[src/rtl/alu_ctrl_pkg.sv]
// Shared encodings for the ALU control stage: ALUOp codes, instruction field constants,
// HI/LO write modes, FSM states and the decoder result bundle.
package alu_ctrl_pkg;

  localparam logic [4:0] ALU_AND   = 5'd0;
  localparam logic [4:0] ALU_OR    = 5'd1;
  localparam logic [4:0] ALU_ADD   = 5'd2;
  localparam logic [4:0] ALU_XOR   = 5'd3;
  localparam logic [4:0] ALU_SLL   = 5'd4;
  localparam logic [4:0] ALU_SRL   = 5'd5;
  localparam logic [4:0] ALU_SUB   = 5'd6;
  localparam logic [4:0] ALU_NOR   = 5'd7;
  localparam logic [4:0] ALU_ROTR  = 5'd9;
  localparam logic [4:0] ALU_SRA   = 5'd10;
  localparam logic [4:0] ALU_GTZ   = 5'd11;
  localparam logic [4:0] ALU_SLT   = 5'd12;
  localparam logic [4:0] ALU_SLTU  = 5'd15;
  localparam logic [4:0] ALU_MOV   = 5'd16;
  localparam logic [4:0] ALU_LUI   = 5'd17;
  localparam logic [4:0] ALU_GEZ   = 5'd18;
  localparam logic [4:0] ALU_MULTU = 5'd26;
  localparam logic [4:0] ALU_MFLO  = 5'd27;
  localparam logic [4:0] ALU_MFHI  = 5'd28;
  localparam logic [4:0] ALU_MSUB  = 5'd29;
  localparam logic [4:0] ALU_MADD  = 5'd30;
  localparam logic [4:0] ALU_MUL   = 5'd31;

  localparam logic [5:0] OPC_SPECIAL  = 6'd0;
  localparam logic [5:0] OPC_REGIMM   = 6'd1;
  localparam logic [5:0] OPC_SLTI     = 6'd10;
  localparam logic [5:0] OPC_SLTIU    = 6'd11;
  localparam logic [5:0] OPC_ANDI     = 6'd12;
  localparam logic [5:0] OPC_ORI      = 6'd13;
  localparam logic [5:0] OPC_XORI     = 6'd14;
  localparam logic [5:0] OPC_LUI      = 6'd15;
  localparam logic [5:0] OPC_SPECIAL2 = 6'd28;

  localparam logic [5:0] FN_SLL   = 6'd0;
  localparam logic [5:0] FN_SRL   = 6'd2;
  localparam logic [5:0] FN_SRA   = 6'd3;
  localparam logic [5:0] FN_SLLV  = 6'd4;
  localparam logic [5:0] FN_SRLV  = 6'd6;
  localparam logic [5:0] FN_SRAV  = 6'd7;
  localparam logic [5:0] FN_MOVZ  = 6'd10;
  localparam logic [5:0] FN_MOVN  = 6'd11;
  localparam logic [5:0] FN_MFHI  = 6'd16;
  localparam logic [5:0] FN_MTHI  = 6'd17;
  localparam logic [5:0] FN_MFLO  = 6'd18;
  localparam logic [5:0] FN_MTLO  = 6'd19;
  localparam logic [5:0] FN_MULTU = 6'd25;
  localparam logic [5:0] FN_ADD   = 6'd32;
  localparam logic [5:0] FN_ADDU  = 6'd33;
  localparam logic [5:0] FN_SUB   = 6'd34;
  localparam logic [5:0] FN_OR    = 6'd37;
  localparam logic [5:0] FN_XOR   = 6'd38;
  localparam logic [5:0] FN_NOR   = 6'd39;
  localparam logic [5:0] FN_SLT   = 6'd42;
  localparam logic [5:0] FN_SLTU  = 6'd43;
  localparam logic [5:0] FN_MADD  = 6'd0;
  localparam logic [5:0] FN_MUL   = 6'd2;
  localparam logic [5:0] FN_MSUB  = 6'd4;

  localparam logic [1:0] HL_NONE = 2'b00;
  localparam logic [1:0] HL_LOAD = 2'b01;
  localparam logic [1:0] HL_ACC  = 2'b10;
  localparam logic [1:0] HL_SUB  = 2'b11;

  typedef enum logic [1:0] {
    ST_EMPTY = 2'd0,
    ST_WAIT  = 2'd1,
    ST_FULL  = 2'd2
  } state_e;

  typedef struct packed {
    logic [4:0] aluop;
    logic       hilo_we;
    logic [1:0] hilo_mode;
    logic       illegal;
    logic       is_mul;
  } dec_t;

endpackage

[src/rtl/alu_ctrl_decode.sv]
// Purely combinational decode of opcode/funct/selector bits into ALU and HI/LO controls.
// Any encoding not in the table falls through to Illegal with ALUOp=ADD.
module alu_ctrl_decode
  import alu_ctrl_pkg::*;
(
  input  logic [5:0] opcode_i,
  input  logic [5:0] funct_i,
  input  logic       i21_i,
  input  logic       i16_i,
  input  logic       i6_i,
  output dec_t       dec_o
);

  always_comb begin
    dec_o = '{aluop: ALU_ADD, hilo_we: 1'b0, hilo_mode: HL_NONE, illegal: 1'b0, is_mul: 1'b0};
    case (opcode_i)
      OPC_SPECIAL: begin
        case (funct_i)
          FN_OR:             dec_o.aluop = ALU_OR;
          FN_NOR:            dec_o.aluop = ALU_NOR;
          FN_XOR:            dec_o.aluop = ALU_XOR;
          FN_SLL, FN_SLLV:   dec_o.aluop = ALU_SLL;
          FN_SRL:            dec_o.aluop = i21_i ? ALU_ROTR : ALU_SRL;
          FN_SRLV:           dec_o.aluop = i6_i ? ALU_ROTR : ALU_SRL;
          FN_SRA, FN_SRAV:   dec_o.aluop = ALU_SRA;
          FN_SLT:            dec_o.aluop = ALU_SLT;
          FN_SLTU:           dec_o.aluop = ALU_SLTU;
          FN_ADD, FN_ADDU:   dec_o.aluop = ALU_ADD;
          FN_SUB:            dec_o.aluop = ALU_SUB;
          FN_MOVZ, FN_MOVN:  dec_o.aluop = ALU_MOV;
          FN_MFHI:           dec_o.aluop = ALU_MFHI;
          FN_MFLO:           dec_o.aluop = ALU_MFLO;
          // mthi/mtlo pass the operand through the adder and load it into HI/LO
          FN_MTHI, FN_MTLO: begin
            dec_o.aluop     = ALU_ADD;
            dec_o.hilo_we   = 1'b1;
            dec_o.hilo_mode = HL_LOAD;
          end
          FN_MULTU: begin
            dec_o.aluop     = ALU_MULTU;
            dec_o.hilo_we   = 1'b1;
            dec_o.hilo_mode = HL_LOAD;
            dec_o.is_mul    = 1'b1;
          end
          default:           dec_o.illegal = 1'b1;
        endcase
      end
      OPC_SPECIAL2: begin
        case (funct_i)
          FN_MADD: begin
            dec_o.aluop     = ALU_MADD;
            dec_o.hilo_we   = 1'b1;
            dec_o.hilo_mode = HL_ACC;
            dec_o.is_mul    = 1'b1;
          end
          FN_MSUB: begin
            dec_o.aluop     = ALU_MSUB;
            dec_o.hilo_we   = 1'b1;
            dec_o.hilo_mode = HL_SUB;
            dec_o.is_mul    = 1'b1;
          end
          FN_MUL: begin
            dec_o.aluop  = ALU_MUL;
            dec_o.is_mul = 1'b1;
          end
          default: dec_o.illegal = 1'b1;
        endcase
      end
      OPC_REGIMM:  dec_o.aluop = i16_i ? ALU_GEZ : ALU_SLT;
      6'd2, 6'd3, 6'd8, 6'd9, 6'd32, 6'd33, 6'd35, 6'd40, 6'd41, 6'd43:
                   dec_o.aluop = ALU_ADD;
      OPC_ANDI:    dec_o.aluop = ALU_AND;
      OPC_ORI:     dec_o.aluop = ALU_OR;
      OPC_XORI:    dec_o.aluop = ALU_XOR;
      OPC_SLTI:    dec_o.aluop = ALU_SLT;
      OPC_SLTIU:   dec_o.aluop = ALU_SLTU;
      OPC_LUI:     dec_o.aluop = ALU_LUI;
      6'd4, 6'd5:  dec_o.aluop = ALU_SUB;
      6'd6, 6'd7:  dec_o.aluop = ALU_GTZ;
      default:     dec_o.illegal = 1'b1;
    endcase
    if (dec_o.illegal) begin
      dec_o.aluop = ALU_ADD;
    end
  end

endmodule

[src/rtl/alu_ctrl_seq.sv]
// ALU control stage between ID and EX: decoded controls registered behind valid/ready,
// with multiply-class ops held in WAIT for MAC_CYCLES-1 cycles before presenting.
module alu_ctrl_seq
  import alu_ctrl_pkg::*;
#(
  parameter int OPW        = 5,
  parameter int MAC_CYCLES = 3
) (
  input  logic           Clk,
  input  logic           Rst_n,
  input  logic           Flush,
  input  logic           In_Valid,
  output logic           In_Ready,
  input  logic [5:0]     Opcode,
  input  logic [5:0]     Funct,
  input  logic           I21,
  input  logic           I16,
  input  logic           I6,
  output logic           Out_Valid,
  input  logic           Out_Ready,
  output logic [OPW-1:0] ALUOp,
  output logic           HiLoWe,
  output logic [1:0]     HiLoMode,
  output logic           Illegal,
  output logic           Busy
);

  localparam int CNT_W = $clog2(MAC_CYCLES) + 1;
  localparam logic [CNT_W-1:0] CNT_LOAD = CNT_W'((MAC_CYCLES >= 2) ? (MAC_CYCLES - 2) : 0);

  state_e           state_q;
  logic [CNT_W-1:0] cnt_q;
  logic [OPW-1:0]   aluop_q;
  logic             hilo_we_q;
  logic [1:0]       hilo_mode_q;
  logic             illegal_q;
  dec_t             dec;
  logic             go_wait;

  alu_ctrl_decode u_decode (
    .opcode_i (Opcode),
    .funct_i  (Funct),
    .i21_i    (I21),
    .i16_i    (I16),
    .i6_i     (I6),
    .dec_o    (dec)
  );

  // In_Ready never looks at In_Valid, so the handshake has no combinational loop.
  assign In_Ready  = !Flush && ((state_q == ST_EMPTY) || ((state_q == ST_FULL) && Out_Ready));
  assign Out_Valid = (state_q == ST_FULL);
  assign Busy      = (state_q == ST_WAIT);
  assign ALUOp     = aluop_q;
  assign HiLoWe    = hilo_we_q;
  assign HiLoMode  = hilo_mode_q;
  assign Illegal   = illegal_q;
  assign go_wait   = dec.is_mul && (MAC_CYCLES > 1);

  always_ff @(posedge Clk or negedge Rst_n) begin
    if (!Rst_n) begin
      state_q     <= ST_EMPTY;
      cnt_q       <= '0;
      aluop_q     <= '0;
      hilo_we_q   <= 1'b0;
      hilo_mode_q <= HL_NONE;
      illegal_q   <= 1'b0;
    end else if (Flush) begin
      state_q <= ST_EMPTY;
      cnt_q   <= '0;
    end else begin
      // An accept is identical from EMPTY and from FULL-with-consume.
      if (In_Valid && In_Ready) begin
        aluop_q     <= OPW'(dec.aluop);
        hilo_we_q   <= dec.hilo_we;
        hilo_mode_q <= dec.hilo_mode;
        illegal_q   <= dec.illegal;
        state_q     <= go_wait ? ST_WAIT : ST_FULL;
        cnt_q       <= go_wait ? CNT_LOAD : '0;
      end else begin
        case (state_q)
          ST_EMPTY: state_q <= ST_EMPTY;
          ST_WAIT: begin
            if (cnt_q == '0) begin
              state_q <= ST_FULL;
            end else begin
              cnt_q <= cnt_q - 1'b1;
            end
          end
          ST_FULL: begin
            if (Out_Ready) begin
              state_q <= ST_EMPTY;
            end
          end
          default: state_q <= ST_EMPTY;
        endcase
      end
    end
  end

endmodule
[config.mk]
export PLATFORM = sky130hd
export DESIGN_NAME = alu_ctrl_seq
export DESIGN_NICKNAME = d
export VERILOG_FILES = /design/src/rtl/alu_ctrl_pkg.sv /design/src/rtl/alu_ctrl_decode.sv /design/src/rtl/alu_ctrl_seq.sv
export SDC_FILE = /design/constraint.sdc
export NUM_CORES = 1
export LEC_CHECK = 0
export ABC_AREA = 1
export CAP_MARGIN = 10
export CORE_MARGIN = 5
export CORE_UTILIZATION = 50
export DETAILED_ROUTE_END_ITERATION = 16
export PLACE_DENSITY = 0.8
export SLEW_MARGIN = 20
export SYNTH_ARGS = -nofsm -noshare
export SYNTH_HDL_FRONTEND = slang
export SYNTH_SLANG_ARGS = --single-unit
[constraint.sdc]
create_clock -name Clk -period 1.8 [get_ports Clk]
set_clock_uncertainty 0.1 [all_clocks]
set_input_delay 0.18 -clock Clk [delete_from_list [all_inputs] [get_ports Clk]]
set_output_delay 0.18 -clock Clk [all_outputs]
set_load 0.02 [all_outputs]
**Yosys cells after proc, flatten, opt, wreduce, memory -nomap -nowiden**

Index checks and enable logic that the tools add are counted.

- Bits in registers: 14
- Latch bits: 0
- RAM bits: 0
- ROM bits: 0
- Output and inout bits: 12
- Word-level logic and storage cells: 104
- Memories kept: 0

- Add/sub/neg operators: 1
- Multipliers: 0
- Div/mod/pow operators: 0
- $lt $le $gt $ge: 0
- Equality and inequality tests: 47
- Shift operators: 0
- Mux-type cells: 27
- Bitwise gates (word level): 1
- Reductions and logical operators: 22

Operators with widths:

| operator | count |
|---|---|
| $eq 6x6->1 const B | 14 |
| $pmux 5 s14 | 1 |
| $eq 6x4->1 const B | 10 |
| $pmux 5 s11 | 1 |
| $eq 6x3->1 const B | 7 |
| $reduce_or 21->1 | 2 |
| $eq 6x5->1 const B | 6 |
| $eq 6x2->1 const B | 4 |
| $mux 3 | 5 |
| $pmux 5 s3 | 1 |
| $logic_not 6->1 | 2 |
| $pmux 3 s2 | 2 |
| $mux 2 | 5 |
| $mux 5 | 2 |
| $reduce_or 2->1 | 5 |
| $mux 4 | 2 |
| $ne 4x2->1 const B | 2 |
| $eq 6x1->1 const B | 1 |
| $reduce_and 2->1 | 3 |
| $reduce_or 3->1 | 2 |
| $mux 1 | 5 |
| $pmux 2 s2 | 1 |
| $logic_and 1x1->1 | 3 |
| $logic_not 3->1 | 1 |
| 11 further kinds | 11 |

**Longest topological paths before layout**

Gate-level depths: netlist of the first run.

- Depth after elaboration: 7
- Depth in mapped cells: 12
- Depth with buffers taken out: 12

**By module**

From an unflattened synthesis of the first run, not the netlist that was laid out.

- Cell total of the unflattened synthesis: 226
- Area total of the unflattened synthesis: 1436.4 um^2

By module, submodules not included:

| module | instances | cells an instance | area an instance (um^2) | seq. area each (um^2) |
|---|---|---|---|---|
| alu_ctrl_seq | 1 | 85 | 738.2 | 350.3 |
| alu_ctrl_decode | 1 | 141 | 698.2 | 0.0 |

**Least setup slack after synthesis of the first run**

OpenSTA, ideal clock, no wires.

- Path type: register to register
- From: reg state_q[1]
- To: reg hilo_mode_q[0], in the netlist HiLoMode[0]
- Setup time: 0.087 ns
- Arrival time: 1.454 ns
- Path slack: 0.159 ns
- Stages on the path, launching flop included: 6
- Cell sequence: dfrtp_1 > a211oi_2 > nand2_1 > clkinv_1 > nand3_1 > o211ai_1

- Longest elaborated chain between the ends: 6
- Elaborated cells on any way between the ends: 7
- Classes of those cells: 1 x eq/ne; 6 x reduce/logical

RTL lines:

| element | RTL line | text |
|---|---|---|
| start: declaration | alu_ctrl_seq.sv:31 | `state_e state_q;` |
| start signal: assignment | alu_ctrl_seq.sv:77 | `state_q <= go_wait ? ST_WAIT : ST_FULL;` |
| $eq 2x2->1 | alu_ctrl_seq.sv:50 | `assign In_Ready = !Flush && ((state_q == ST_EMPTY) \|\| ((state_q == ST_FULL) && Out_Ready));` |
| $logic_and 1x1->1 | alu_ctrl_seq.sv:50 |  |
| $logic_or 1x1->1 * | alu_ctrl_seq.sv:50 |  |
| $logic_and 1x1->1 * | alu_ctrl_seq.sv:50 |  |
| named net In_Ready | alu_ctrl_seq.sv:13 | `output logic In_Ready,` |
| $logic_and 1x1->1 * | alu_ctrl_seq.sv:72 | `if (In_Valid && In_Ready) begin` |
| $reduce_and 2->1 (no source line) * | - |  |
| end signal: assignment | alu_ctrl_seq.sv:75 | `hilo_mode_q <= dec.hilo_mode;` |
| end: declaration | alu_ctrl_seq.sv:35 | `logic [1:0] hilo_mode_q;` |

Mark *: on every way through the listed nets, which the timed path passes. The rest lies on a longest branch.
A chain may end at the register's enable or synchronous reset.

**Worst setup path in the final report of the first run**

- From: in Funct[0]
- To: reg state_q[1]

- Longest elaborated chain between the ends: 7
- Elaborated cells on any way between the ends: 11
- Classes of those cells: 3 x eq/ne; 6 x mux; 2 x reduce/logical

RTL lines:

| element | RTL line | text |
|---|---|---|
| start: declaration | alu_ctrl_seq.sv:15 | `input logic [5:0] Funct,` |
| $eq 6x2->1, or another cell as far along | alu_ctrl_decode.sv:49 | `case (funct_i)` |
| $reduce_or 3->1 (no source line) | - |  |
| $mux 1 | alu_ctrl_decode.sv:49 |  |
| $pmux 1 s2 * | alu_ctrl_decode.sv:16 | `case (opcode_i)` |
| $mux 2 * | alu_ctrl_seq.sv:77 |  |
| $mux 2 * | alu_ctrl_seq.sv:72 |  |
| $mux 2 * | alu_ctrl_seq.sv:67 | `end else if (Flush) begin` |

Every way passes the cells marked *; elsewhere a longest branch is shown, timed or not.

==> summary by stage, run 1 <==
Detailed routing
The iteration-0 DRC count of the detailed router is 72. The average vias per placed instance is 5.08. The total iterations of the first detailed-routing run is 5. The via count of the routed design is 1556. After detailed routing, the number of remaining DRC violations is 0. The detailed-route wire length per cell is 11.5 um. For this block, the routed nets add up to 3520 um of wire.

The number of nets still failing antenna checks after routing is 0.

Worst hold path
In this run the worst hold path is classified as input pin to async pin.

Clock tree
TritonCTS built the clock tree. Clock-pin slew was measured on the worst setup and hold paths at 0.08 ns. The worst-skew pair later-pin latency is 0.28 ns. Counting along the longest clock path gives a buffer depth of 2. The number of H-tree levels is 1. For this design, the sink count on the clock tree is 14. The number of buffers inserted to repair setup after CTS is 0. TritonCTS created 3 clock buffers. The root cell of the clock tree is clkbuf_4.

Yosys
The number of distinct standard cells referenced by the synthesized netlist is 27. A synthesized cell averages 6.15 um^2. The count of mapped cells out of synthesis is 219. The total number of yosys warnings is 0.

Synthesis inferred 14 register bits. Summing every instance area after synthesis gives 1350 um^2. Synthesis produced a netlist with a net count of 241. After synthesis, flip-flops and latches occupy 26.0% of the total area.

Critical path
The nature of the critical path startpoint is an input pin. The type of the worst setup path is input pin to flip-flop. Measured in cells, the most critical reg-to-reg path has a length of 5.

On the critical path, the stage with the largest delay is an instance of clkdlybuf4s50_1. The endpoint class of the critical path is a flip-flop. Walking the worst path, the cells encountered are clkdlybuf4s50_1 -> nor2_1 -> nand3_2 -> nand2_1 -> nand2_2 -> o21ai_2 -> nor2_1 -> o21ai_1 -> nand2_1. The worst reg2reg path startpoint is state_q[1].

The critical-path maximum fanout is 6. The slack of the worst reg-to-reg path is 0.26 ns. The endpoint identified for the worst register-to-register timing path is HiLoMode[0].

The critical path arrival is 1.72 ns. The worst endpoint required time is 1.88 ns. For this run, the slowest stage of the critical path takes 0.54 ns.

Cells and area
The share of final-layout standard cells stronger than drive strength 1 is 21.4%. Leaving out fill and tap cells, the most frequent cell in the layout is nand2_1. Fill cells in the final layout number 215. The fraction of the core area covered by cells at the end of the flow is 75.0%. The net count of the finished layout is 300. Leaving out fill and tap cells, the most frequent cells in the layout are nand2_1, nor2_1, clkdlybuf4s50_1, nand3_1, buf_4. The area added between synthesis and finish is 40.5%. The final instance area is 1890 um^2. The repair_antennas step left the layout with diodes totalling 0.

Global route
The number of antenna violations at the first check in global routing was 0. The most utilized layer in the global route result is met2. The first global-routing pass estimated 6020 um of wire. The largest net degree at the start of global routing is 15. After global routing the overflow that remains totals 0.

Global routing consumed, on the met2 layer, 36.0% of the routing resources. The global-route met1 utilization is 26.7%. In the global route stage, met3 resource usage came out at 3.93%. The number of global-route vias before repair is 1456. The global-route usage over all layers is 20.7%.

Pwr
For this design the static power due to leakage is 1.03 nW. Total power for the finished layout comes to 0.810 mW. The peak supply drop is 0.519 mV. The power density relative to cell area is 428 nW/um^2.

Placed design
Buffers placed on the I/O ports in this run total 31. The total half-perimeter wirelength after legalization and detailed placement is 2940 um. Once placement finished, the instance area stood at 1870 um^2. At the end of routability-driven placement, the weighted congestion stood at 0.923.

STA
Setup repair after global routing left no endpoint under its margin. After layout, the minimum clock period comes to 1.64 ns. The final-report max-slew violation count is 0. The final number of setup-violating endpoints is 0. For the pin with the worst max-slew slack, the measured transition is 0.618 ns. The number of hold violations in the final report is 0. The highest achievable clock rate is 610 MHz. The relative slew slack is 58.7%. The worst path uses 91.1% of the clock period. The worst slack on hold paths is 0.175 ns. The final-layout setup total negative slack is 0 ns.

Floorplan
The number of primary I/O pins is 32. The floorplan has 18 rows. The width of the die is 61.9 um. The total core area is 2520 um^2. The overall die height is 61.9 um.

Once the floorplan was initialized, standard cells occupied 53.4% of the core. The die covers 3830 um^2.

Run
Max-cap violations in this run came to 0.

Status
The flow ran to the end, and the final reports show no timing, DRC or antenna violations.
-- where the power goes --
group	total (mW)	internal (mW)	switching, mW
registers	0.342	0.332	0.00993
clock network	0.176	0.0777	0.0987
logic	0.291	0.135	0.157
-- per-stage QoR --
stage	worst slack (ns)	cells
floorplan	0.159	219
CTS	0.00293	306
detailed placement	-0.132	303
global route	0.0126	306
finish	0.159	306
global placement	-0.137	303
-- Yosys cell counts --
cell	instances	area share (%)
a211oi_2	1	0.93
a21oi_1	3	1.1
a22o_1	1	0.65
and3_1	1	0.46
buf_2	1	0.37
clkinv_1	1	0.28
dfrtp_1	14	26
ha_1	2	1.9
inv_1	20	5.6
inv_2	7	2.0
nand2_1	67	19
nand2_2	6	2.8
nand3_1	24	8.9
nand3_2	6	4.5
nand3b_1	1	0.56
nand4_1	3	1.4
nor2_1	32	8.9
nor2_2	6	2.8
nor2_4	5	4.2
nor3_1	3	1.1
o211a_1	1	0.74
o211ai_1	2	1.1
o21ai_0	6	2.2
o21ai_1	3	1.1
o21ai_2	1	0.65
o22ai_1	1	0.46
xor2_1	1	0.65
-- worst max-delay path by stage --
stage | startpoint | endpoint | slack, ns | cells past startpoint
floorplan | state_q[1] | HiLoMode[0] | 0.16 | 5
global placement | Funct[0] | ALUOp[2] | -0.14 | 10
detailed placement | Funct[0] | state_q[1] | -0.13 | 9
CTS | state_q[1] | Out_Valid | 0.003 | 3
global route | Funct[0] | state_q[1] | 0.01 | 9
finish | Funct[0] | state_q[1] | 0.16 | 9
-- state kept, by name, summed over array words and instances, names as in the netlist --
signal	cells
Illegal	1
HiLoMode	2
cnt_q	3
ALUOp	5
HiLoWe	1
state_q	2
-- cells by family (layout without fill, tap and decap cells) --
family | after synthesis | in the layout | share of synthesized area [%]
simple gates | 154 | 154 | 54.3
buf+inv | 29 | 86 | 8.18
compound gates | 19 | 19 | 9.01
flops | 14 | 14 | 26.0
fa+ha+maj | 2 | 2 | 1.86
xor+xnor | 1 | 1 | 0.651
-- final cells by class --
class	instances	area, um^2	area share, %
Multi-Input combinational cell	176	886	46.8
Tap cell	30	37.5	1.98
Timing Repair Buffer	55	490	25.9
Inverter	28	105	5.56
Sequential cell	14	350	18.5
Clock buffer	3	22.5	1.19
-- timing repair --
item | in CTS | in global routing
endpoints found under the setup margin | 2 | 1
hold buffers | 0 | 0
pin swaps | 0 | 0
gates resized for setup | 2 | 1
-- worst max-delay path, delay by kind of cell --
| family | cells | cell delay, ns |
|---|---|---|
| AND/OR/NAND/NOR | 6 | 0.79 |
| AO/OA/AOI/OAI | 2 | 0.20 |
| buffers and inverters | 1 | 0.54 |
-- layer usage --
metal / wire length [um] / vias to the layer above / share of wire, %
li1: - / 818 / -
met1: 1610 / 681 / 46
met2: 1660 / 49 / 47
met3: 199 / 8 / 5.7
met4: 42 / 0 / 1.2
met5: 0 / - / 0
(Power assumes the default switching activity.)
==> run 2, diff against run 1 <==
Settings changed: ABC_AREA 1 to unset.
==> run 2 against run 1 <==
  * Critical path type is now flip-flop to output port
  * Total power is 10% higher
  * Sequential share of layout area down 1.4 points
  * Clock-buffer cell count rose by 1
==> summary by stage, run 2 <==
Status
The flow ran to the end, and the final reports show no timing, DRC or antenna violations.

STA
In this run the tightest slew margin relative to its limit is 57.2%. The worst slack on hold paths is 0.177 ns. The share of the cycle needed by the critical path after routing is 96.8%. Setup repair after global routing left no endpoint under its margin. The number of hold violations in the final report is 0. The final-layout setup total negative slack is 0 ns. In the post-route analysis, the smallest setup slack over all paths is 0.0568 ns. The final-report max-slew violation count is 0. At the pin with the least slew margin, the transition time is 0.640 ns.

The shortest period the worst path allows is 1.74 ns. Setup violations remaining at the end of the flow were counted as 0. The highest achievable clock rate is 574 MHz.

Detailed routing
The final route contains 1652 vias. The iteration-0 DRC count of the detailed router is 101. The number of nets still failing antenna checks after routing is 0. Dividing the detail-routed via count by the number of cells gives 5.99. The detailed-route wire length per cell is 15.0 um. In the routed design, unresolved DRC markers number 0. The total iterations of the first detailed-routing run is 4.

The final layout contains routed wiring with a total length of 4130 um.

Cells and area
The flip-flop count of the largest register, all copies and words added is 5. The share of final-layout standard cells stronger than drive strength 1 is 27.3%. Fill cells in the final layout number 192.

The area added between synthesis and finish is 48.2%. The area of combinational cells with multiple inputs is 962 um^2. Excluding fillers, the count of instances in the completed layout stands at 276. The number of antenna diodes in the final layout is 0.

At the end of the flow, the number of nets in the layout was 268. The commonest non-fill, non-tap cell in the layout is buf_4. The area taken by flip-flops and latches is 350 um^2.

In the layout the commonest cells are buf_4, nand2_1, clkdlybuf4s50_1, dfrtp_1, a21oi_1.

Global route
The number of antenna violations at the first check in global routing came to 0. For this run, global-route usage on met3 was measured as 2.88%. In the global route stage, met1 resource usage came out at 26.1%. The number of global-route vias before repair is 1627. The first global-routing pass estimated 7180 um of wire. Entering global routing, the biggest net connects 15 pins. The met2 usage is 39.0%. After global routing, the most crowded layer is met2. In the global route stage, overall resource usage came out at 21.6%. After global routing the overflow that remains totals 0.

Yosys
The register area share after synthesis is 25.4%. The netlist area before placement is 1380 um^2. The post-synthesis register bit count is 14. The most instantiated flip-flop cell in the synthesis netlist is dfrtp_1. nand2_1 is the most common cell in the netlist. The count of mapped cells out of synthesis is 182. The async set-or-reset flop fraction in the synthesized netlist is 100%. The fraction of post-synthesis cell area in the top cell type by area is 25.4%. The total number of yosys warnings is 0. The commonest cells after synthesis are nand2_1, a21oi_1, dfrtp_1. The number of enable-type register cells in the synthesized netlist is 0. The number of nets in the synthesized netlist is 204.

The number of distinct standard cells referenced by the synthesized netlist is 50. Yosys attributes the largest share of cell area to dfrtp_1, nand2_1, a21oi_1. The biggest area contributor in the post-synthesis netlist is dfrtp_1.

The mean instance size in the synthesized netlist is 7.58 um^2.

Floorplan
The overall die height is 62.5 um. For this configuration, the core starts out at a cell density of 50.9%. The initialized floorplan defines 19 standard-cell rows.

The core region is 2710 um^2. The width of the die is 62.5 um. The die covers 3910 um^2. Pin placement for this block handled 32 I/O pins.

Pwr
The peak supply drop is 0.525 mV. The power density relative to cell area is 437 nW/um^2. Summed over all cells, the static leakage comes to 0.918 nW. The total power after layout is 0.893 mW.

Run
The max-capacitance violation count is 0.

Placed design
At the end of routability-driven placement, the weighted congestion stood at 0.862. The setup slack after placement is -0.439 ns. The placed instance count is 272. The count of buffers added on input and output ports is 31. The total half-perimeter wirelength after legalization and detailed placement is 3370 um.

Critical path
The type of the worst setup path is flip-flop to output port. Along the worst path, the maximum fanout reaches 5. The critical path arrival is 1.46 ns. The worst setup path is captured at an output port. STA classifies the critical path startpoint as a flip-flop. The worst endpoint required time is 1.52 ns.

Clock tree
CTS built an H-tree with a depth of 1. The number of setup buffers added after CTS is 0. The number of hold buffers added after cts is 0. The number of sinks handled by clock tree synthesis is 14. The clock tree from TritonCTS is yes. The worst-skew pair later-pin latency is 0.29 ns.

In this run the deepest clock path goes through 2 buffers. Clock tree synthesis selected as its root buffer the cell clkbuf_4. After clock tree synthesis, the clock-pin slew on the worst setup and hold paths is 0.09 ns. The clock buffer count from CTS is 3.

Worst hold path
The worst hold path belongs to the class input pin to async pin.
[run 2: cell types whose count changed after synthesis, moves of 8 or more]
cell / before / now
a21oi_1: 3 / 15
clkbuf_1: 0 / 8
inv_1: 20 / 6
nand2_1: 67 / 21
nand3_1: 24 / 5
nor2_1: 32 / 11
[run 2: final cells by class]
cell class,instances,share of cell area (%)
Tap cell,31,1.90
Clock buffer,4,1.77
Inverter,6,1.10
Multi-Input combinational cell,147,47.0
Timing Repair Buffer,74,31.1
Sequential cell,14,17.1
[run 2: metrics by stage]
stage | utilization (%) | cell area (um^2)
2_1_floorplan | - | 1390
3_3_place_gp | 72.4 | 1960
3_5_place_dp | 72.4 | 1960
4_1_cts | 74.1 | 2010
5_1_grt | 75.5 | 2050
6_report | 75.5 | 2050
[run 2: layer usage]
metal,up-vias,wire (um)
met2,54,2150
li1,796,-
met5,-,0
met1,796,1740
met4,0,62
met3,6,181
[run 2: repair_timing]
| item | in CTS | in global routing |
|---|---|---|
| gates resized for setup | 17 | 10 |
| pin swaps | 2 | 5 |
| setup endpoints to repair | 11 | 7 |
[run 2: kinds of logic (layout without fill, tap and decap cells)]
kind of cell,after synthesis,in the layout,share of synthesized area [%]
AO/OA/AOI/OAI,61,61,29.6
adder cells (fa/ha/maj),2,2,1.81
flip-flops,14,14,25.4
XOR/XNOR,5,5,3.17
buffers and inverters,21,84,8.52
AND/OR/NAND/NOR,79,79,31.6
[run 2: where the power goes]
group	total [mW]	switching [mW]	internal, mW
clock	0.238	0.114	0.123
combinational	0.327	0.168	0.159
sequential	0.329	0.00547	0.323
[run 2: path summary, 6_finish.rpt]
| check | start | end | slack [ns] | cells past startpoint |
|---|---|---|---|---|
| max | state_q[0] | Out_Valid | 0.06 | 2 |
| min | Rst_n | state_q[0] | 0.18 | 1 |
| max reg2reg | state_q[1] | HiLoMode[0] | 0.17 | 6 |
| min reg2reg | HiLoWe | HiLoWe | 0.39 | 1 |
| max in group asynchronous | Rst_n | Illegal | 1.01 | 1 |
| min in group Clk | HiLoWe | HiLoWe | 0.39 | 1 |
[run 2: critical path: stages (launching register included)]
cell             delay (ns)
dfrtp_1                0.43
nor2b_1                0.13
clkdlybuf4s50_1        0.61
